--- src/rtl/uart_str_tx_if.sv ---
// uart_str_tx_if: request/status bundle between the pattern control block
// (master) and the string UART transmitter (slave).
interface uart_str_tx_if;
    logic        en_uart;  // send request, level; rising edge starts a string
    logic [79:0] tx_data;  // ASCII string, right-justified, first char highest
    logic [5:0]  tx_len;   // characters to send
    logic        tx_busy;  // string in flight
    logic        tx_done;  // one-cycle pulse at the end of the last stop bit

    modport master (
        output en_uart,
        output tx_data,
        output tx_len,
        input  tx_busy,
        input  tx_done
    );

    modport slave (
        input  en_uart,
        input  tx_data,
        input  tx_len,
        output tx_busy,
        output tx_done
    );
endinterface

--- src/rtl/uart_str_tx.sv ---
// uart_str_tx: serialises a right-justified ASCII string onto a UART line,
// 8 data bits LSB first, one stop bit, no idle gap between characters.
// Optional feature macro: UART_TX_PARITY_EN inserts an even-parity bit
// before the stop bit (11-bit frames instead of 10).
module uart_str_tx #(
    parameter int BAUD_DIV = 703,
    parameter int MAXLEN   = 10
) (
    input  logic             clk,
    input  logic             rst_n,
    uart_str_tx_if.slave     bus,
    output logic             tx
);
    localparam int REM_W = $clog2(MAXLEN + 1);
    typedef logic [REM_W-1:0] rem_t;
    localparam logic [15:0] DIV_M1  = 16'(BAUD_DIV - 1);
    localparam logic [5:0]  MAX_LEN = 6'(MAXLEN);

`ifdef UART_TX_PARITY_EN
    typedef enum logic [2:0] {IDLE, START, DATA, PARITY, STOP} state_t;
`else
    typedef enum logic [1:0] {IDLE, START, DATA, STOP} state_t;
`endif

    state_t      state;
    logic [15:0] cnt;        // cycles left in the current bit, minus one
    logic [2:0]  bit_idx;    // data bit currently on the line
    rem_t        rem;        // characters left, including the one on the line
    logic [7:0]  cur_byte;   // character currently being shifted out
    logic [79:0] shadow;     // string captured at the start request
    logic        en_d;       // en_uart delayed for edge detection
    logic        busy;
    logic        done;

    rem_t        start_len;
    logic [7:0]  start_byte;

    // Clamp the requested length to what fits in the string register.
    function automatic rem_t clamp_len(input logic [5:0] l);
        if (l > MAX_LEN)
            return rem_t'(MAXLEN);
        return rem_t'(l);
    endfunction

    // Character idx counted from the least significant byte of the string.
    function automatic logic [7:0] byte_at(input logic [79:0] data, input rem_t idx);
        logic [79:0] s;
        s = data >> (int'(idx) * 8);
        return s[7:0];
    endfunction

    // Length and first character of a string that would start this cycle.
    always_comb begin
        start_len  = clamp_len(bus.tx_len);
        start_byte = byte_at(bus.tx_data, start_len - rem_t'(1));
    end

    // Frame sequencer: every bit lasts BAUD_DIV cycles; line and status are registered.
    always_ff @(posedge clk or negedge rst_n) begin
        if (!rst_n) begin
            state    <= IDLE;
            cnt      <= '0;
            bit_idx  <= '0;
            rem      <= '0;
            cur_byte <= '0;
            shadow   <= '0;
            en_d     <= 1'b0;
            busy     <= 1'b0;
            done     <= 1'b0;
            tx       <= 1'b1;
        end else begin
            en_d <= bus.en_uart;
            done <= 1'b0;
            case (state)
                IDLE: begin
                    if (bus.en_uart && !en_d) begin
                        shadow <= bus.tx_data;
                        if (start_len == '0) begin
                            // Nothing to send: acknowledge immediately without going busy.
                            done <= 1'b1;
                        end else begin
                            state    <= START;
                            busy     <= 1'b1;
                            tx       <= 1'b0;
                            cnt      <= DIV_M1;
                            rem      <= start_len;
                            cur_byte <= start_byte;
                        end
                    end
                end
                START: begin
                    if (cnt == '0) begin
                        state   <= DATA;
                        cnt     <= DIV_M1;
                        bit_idx <= '0;
                        tx      <= cur_byte[0];
                    end else begin
                        cnt <= cnt - 16'd1;
                    end
                end
                DATA: begin
                    if (cnt == '0) begin
                        cnt <= DIV_M1;
                        if (bit_idx == 3'd7) begin
`ifdef UART_TX_PARITY_EN
                            state <= PARITY;
                            tx    <= ^cur_byte;
`else
                            state <= STOP;
                            tx    <= 1'b1;
`endif
                        end else begin
                            bit_idx <= bit_idx + 3'd1;
                            tx      <= cur_byte[bit_idx + 3'd1];
                        end
                    end else begin
                        cnt <= cnt - 16'd1;
                    end
                end
`ifdef UART_TX_PARITY_EN
                PARITY: begin
                    if (cnt == '0) begin
                        state <= STOP;
                        cnt   <= DIV_M1;
                        tx    <= 1'b1;
                    end else begin
                        cnt <= cnt - 16'd1;
                    end
                end
`endif
                STOP: begin
                    if (cnt == '0) begin
                        if (rem > rem_t'(1)) begin
                            // Next character follows straight on with its start bit.
                            state    <= START;
                            cnt      <= DIV_M1;
                            tx       <= 1'b0;
                            rem      <= rem - rem_t'(1);
                            cur_byte <= byte_at(shadow, rem - rem_t'(2));
                        end else begin
                            state <= IDLE;
                            busy  <= 1'b0;
                            done  <= 1'b1;
                        end
                    end else begin
                        cnt <= cnt - 16'd1;
                    end
                end
                default: begin
                    state <= IDLE;
                    busy  <= 1'b0;
                    tx    <= 1'b1;
                end
            endcase
        end
    end

    assign bus.tx_busy = busy;
    assign bus.tx_done = done;
endmodule

--- src/flat_wrapper.sv ---
// flat-port wrapper written by rule: the top's interface ports become plain ports
module uart_str_tx_flat 
#(
    parameter int BAUD_DIV = 703,
    parameter int MAXLEN   = 10
)
  (clk, rst_n, tx, bus_en_uart, bus_tx_data, bus_tx_len, bus_tx_busy, bus_tx_done);
  uart_str_tx_if bus_i ();
  input  logic clk;
  input  logic rst_n;
  output logic tx;
  input wire logic [$bits(bus_i.en_uart)-1:0] bus_en_uart;
  input wire logic [$bits(bus_i.tx_data)-1:0] bus_tx_data;
  input wire logic [$bits(bus_i.tx_len)-1:0] bus_tx_len;
  output wire logic [$bits(bus_i.tx_busy)-1:0] bus_tx_busy;
  output wire logic [$bits(bus_i.tx_done)-1:0] bus_tx_done;
  assign bus_i.en_uart = bus_en_uart;
  assign bus_i.tx_data = bus_tx_data;
  assign bus_i.tx_len = bus_tx_len;
  assign bus_tx_busy = bus_i.tx_busy;
  assign bus_tx_done = bus_i.tx_done;
  uart_str_tx #(.BAUD_DIV(BAUD_DIV), .MAXLEN(MAXLEN)) u_core (.clk(clk), .rst_n(rst_n), .bus(bus_i), .tx(tx));
endmodule
--- config.mk ---
export PLATFORM = sky130hd
export DESIGN_NAME = uart_str_tx_flat
export DESIGN_NICKNAME = d
export VERILOG_FILES = /design/src/rtl/uart_str_tx_if.sv /design/src/rtl/uart_str_tx.sv /design/src/flat_wrapper.sv
export SDC_FILE = /design/constraint.sdc
export NUM_CORES = 1
export LEC_CHECK = 0
export ABC_AREA = 1
export BUFFER_PORTS_ARGS = -buffer_cell sky130_fd_sc_hd__buf_4
export CORE_MARGIN = 3
export CORE_UTILIZATION = 60
export CTS_BUF_LIST = sky130_fd_sc_hd__clkbuf_4
export DETAILED_ROUTE_END_ITERATION = 8
export HOLD_SLACK_MARGIN = 0.05
export PLACE_DENSITY = 0.79
export SETUP_SLACK_MARGIN = 0.5
export SLEW_MARGIN = 20
export SYNTH_ARGS = -nofsm -noshare
export SYNTH_HDL_FRONTEND = slang
export SYNTH_SLANG_ARGS = --single-unit
--- constraint.sdc ---
create_clock -name clk -period 4.3 [get_ports clk]
set_input_delay 0.645 -clock clk [delete_from_list [all_inputs] [get_ports clk]]
set_output_delay 0.645 -clock clk [all_outputs]
set_load 0.01 [all_outputs]
==> flow_summary.json <==
{
  "period_share_pct": 63.1,
  "ir_drop_mv": 0.330,
  "insertion_delay_ns": 0.57,
  "p_sw_share_pct": 44.1,
  "pwr-share-clk_pct": 16.3,
  "hp-class": "input port to async pin",
  "synth-edff-count": 0,
  "synth_seq_area_share_pct": 41.2,
  "antenna_found_initial": 0,
  "arrival_ns": 3.21,
  "status": "complete, no violations",
  "grt_pass1_vias": 6434,
  "drc": 0,
  "clock_skew_ns": 0.0163,
  "design.portCount": 92,
  "cts-root-buf": "clkbuf_4",
  "final_util_pct": 69.6,
  "h-tree-depth": 4,
  "drt-total-wl_mm": 19.1,
  "p_switching_mw": 2.08,
  "cts_setup_buffers": 0,
  "drtIter0Drc": 843,
  "syn_inst": 1005,
  "initial_core_util_pct": 61.8,
  "tns_ns": 0,
  "worst_pin_slew_ns": 1.10,
  "grt_pass1_wl_mm": 31.5,
  "die_area_um2": 13200,
  "timing_hold_violations_final": 0,
  "syn_to_final_growth_pct": 12.7,
  "synth_ff_type": "dfrtp_1",
  "ant_nets": 0,
  "grtUsageTotal_pct": 30.4,
  "design.core.area_um2": 11500,
  "leakagePower_nw": 4.16,
  "grt_max_degree": 111,
  "yosysTopAreaCell": "dfrtp_1",
  "p_int_mw": 2.63,
  "powerDensity_nw_per_um2": 588,
  "synth_top_area_share_pct": 40.8,
  "routed-via-count": 6914,
  "async_flop_share_pct": 100,
  "p_comb_share_pct": 45.8,
  "crit_fanout": 21,
  "syn_area_um2": 7110,
  "layout_min_cycle_time_ns": 2.71,
  "final_nets": 1172,
  "clk_pin_slew_ns": 0.10,
  "relSlewSlack_pct": 26.1,
  "dp_slack_ns": 1.61,
  "viasPerCell": 5.64,
  "setup_viol": 0,
  "cts_buffers": 17,
  "ys_seq_elements": 117,
  "io_buffers": 91,
  "clock.fmax_mhz": 368,
  "yosysMostFrequentCell": "nand2_1",
  "cts_buffer_depth": 2,
  "routabilityCongestion": 0.860,
  "fin_hold_ws_ns": 0.0926,
  "wl_per_cell_um": 15.5,
  "tritoncts": "built",
  "setup_slack_ns": 1.59,
  "power_frac_seq_pct": 37.9,
  "hold_buffers": 0,
  "synth.area.top_cells": "dfrtp_1 (41%), nand2_1 (19%), o21ai_0 (6.7%)",
  "power.total_mw": 4.71,
  "worstPathRequired_ns": 4.80,
  "end_kind": "flip-flop",
  "clock_sinks": 117,
  "overflow": 0,
  "synth.avg_cell_area_um2": 7.08,
  "num_rows": 39,
  "criticalPathCategory": "flip-flop to flip-flop",
  "maxSlewViolCount": 0,
  "drv_cap": 0,
  "ys_types": 37,
  "cts-resized-gates": 0,
  "num-fill-cells": 1057,
  "drive_gt1_share_pct": 14.7,
  "rsz0062_at_grt": "no",
  "synthTopCellsByCount": "nand2_1 (364), dfrtp_1 (116), inv_1 (95), o21ai_0 (95), nand3_1 (91)",
  "n_antenna_cell": 0,
  "rr_worst_depth": 10,
  "start_kind": "flip-flop",
  "yosysWarnings": 0,
  "syn_nets": 1107,
  "hpwlAfterDp_mm": 13.1,
  "fp.dieW_um": 115,
  "dr.pass1.iters": 7,
  "die_h_um": 115
}
cell type report:
type / count / area [um2] / share of cell area [%]
Sequential cell: 117 / 2930 / 36.5
Clock inverter: 13 / 115 / 1.44
Timing Repair Buffer: 97 / 741 / 9.24
Inverter: 102 / 383 / 4.78
Clock buffer: 19 / 143 / 1.78
Tap cell: 143 / 179 / 2.23
Multi-Input combinational cell: 735 / 3530 / 44.0
worst paths after layout:
kind / endpoint / slack [ns] / startpoint
min reg2reg: u_core.shadow[23] / 0.48 / u_core.shadow[23]
max: u_core.cnt[7] / 1.59 / u_core.rem[0]
max in group asynchronous: u_core.shadow[23] / 3.41 / rst_n
min in group clk: u_core.en_d / 0.19 / bus_en_uart
max reg2reg: u_core.cnt[7] / 1.59 / u_core.rem[0]
min: u_core.shadow[28] / 0.09 / rst_n
power groups by stage:
stage               Clock (mW)  Combinational, mW  Sequential (mW)
finish                   0.769               2.16             1.79
global route             0.828               2.46             1.84
CTS                      0.771               2.13             1.78
detailed placement           0               2.13             1.80
global placement             0               2.08             1.79
floorplan                    0               1.60             1.75
sequential cells by signal, indices dropped and copies added, names as in the netlist, 2 cells and up:
signal / flops
u_core.shadow: 80
u_core.state: 2
u_core.bit_idx: 3
u_core.cur_byte: 8
u_core.cnt: 16
u_core.rem: 4
kinds of logic after synthesis:
kind of cell,count (synthesis),share of synthesized area (%)
and+or+nand+nor,559,34.0
DFF,117,41.2
buffers and inverters,153,9.32
AOI/OAI and AO/OA,156,12.4
adders and majority gates,13,2.29
xor gates and xnor gates,7,0.862
worst max-delay path: stages, from the launching register on:
cell	delay (ns)
dfrtp_2	0.36
inv_1	0.28
ha_1	0.36
o211ai_1	0.26
nor2_1	0.15
inv_1	0.07
nor2_1	0.04
nor2_2	0.61
nand2_1	0.13
or2_2	0.30
nand3_1	0.06
per-layer routing:
layer / wire length [um] / vias up / track usage, %
met3: 1630 / 38 / 7.21
li1: - / 3369 / -
met2: 8550 / 304 / 46.1
met1: 8520 / 3203 / 43.1
met5: 0 / - / 0
met4: 350 / 0 / 10.2
stage by stage:
| stage | std cells | cell area (um2) |
|---|---|---|
| after floorplan | 1005 | 7110 |
| after global placement | 1194 | 7760 |
| after detailed placement | 1194 | 7760 |
| after CTS | 1226 | 8020 |
| after global routing | 1226 | 8020 |
| final | 1226 | 8020 |
cells in the final DEF (no fill, tap or decap), drive strengths merged, types with 4 or more instances in the layout:
cell	netlist	routed
nand2	373	373
dfrtp	116	116
inv	100	100
buf	26	97
o21ai	96	96
nand3	94	94
nor2	60	60
a21oi	28	28
nand4	27	27
o211ai	26	26
clkbuf	25	19
ha	13	13
clkinv	2	12
xor2	6	6
nor3	4	4
Note: power is estimated with default switching activity, not from simulation.
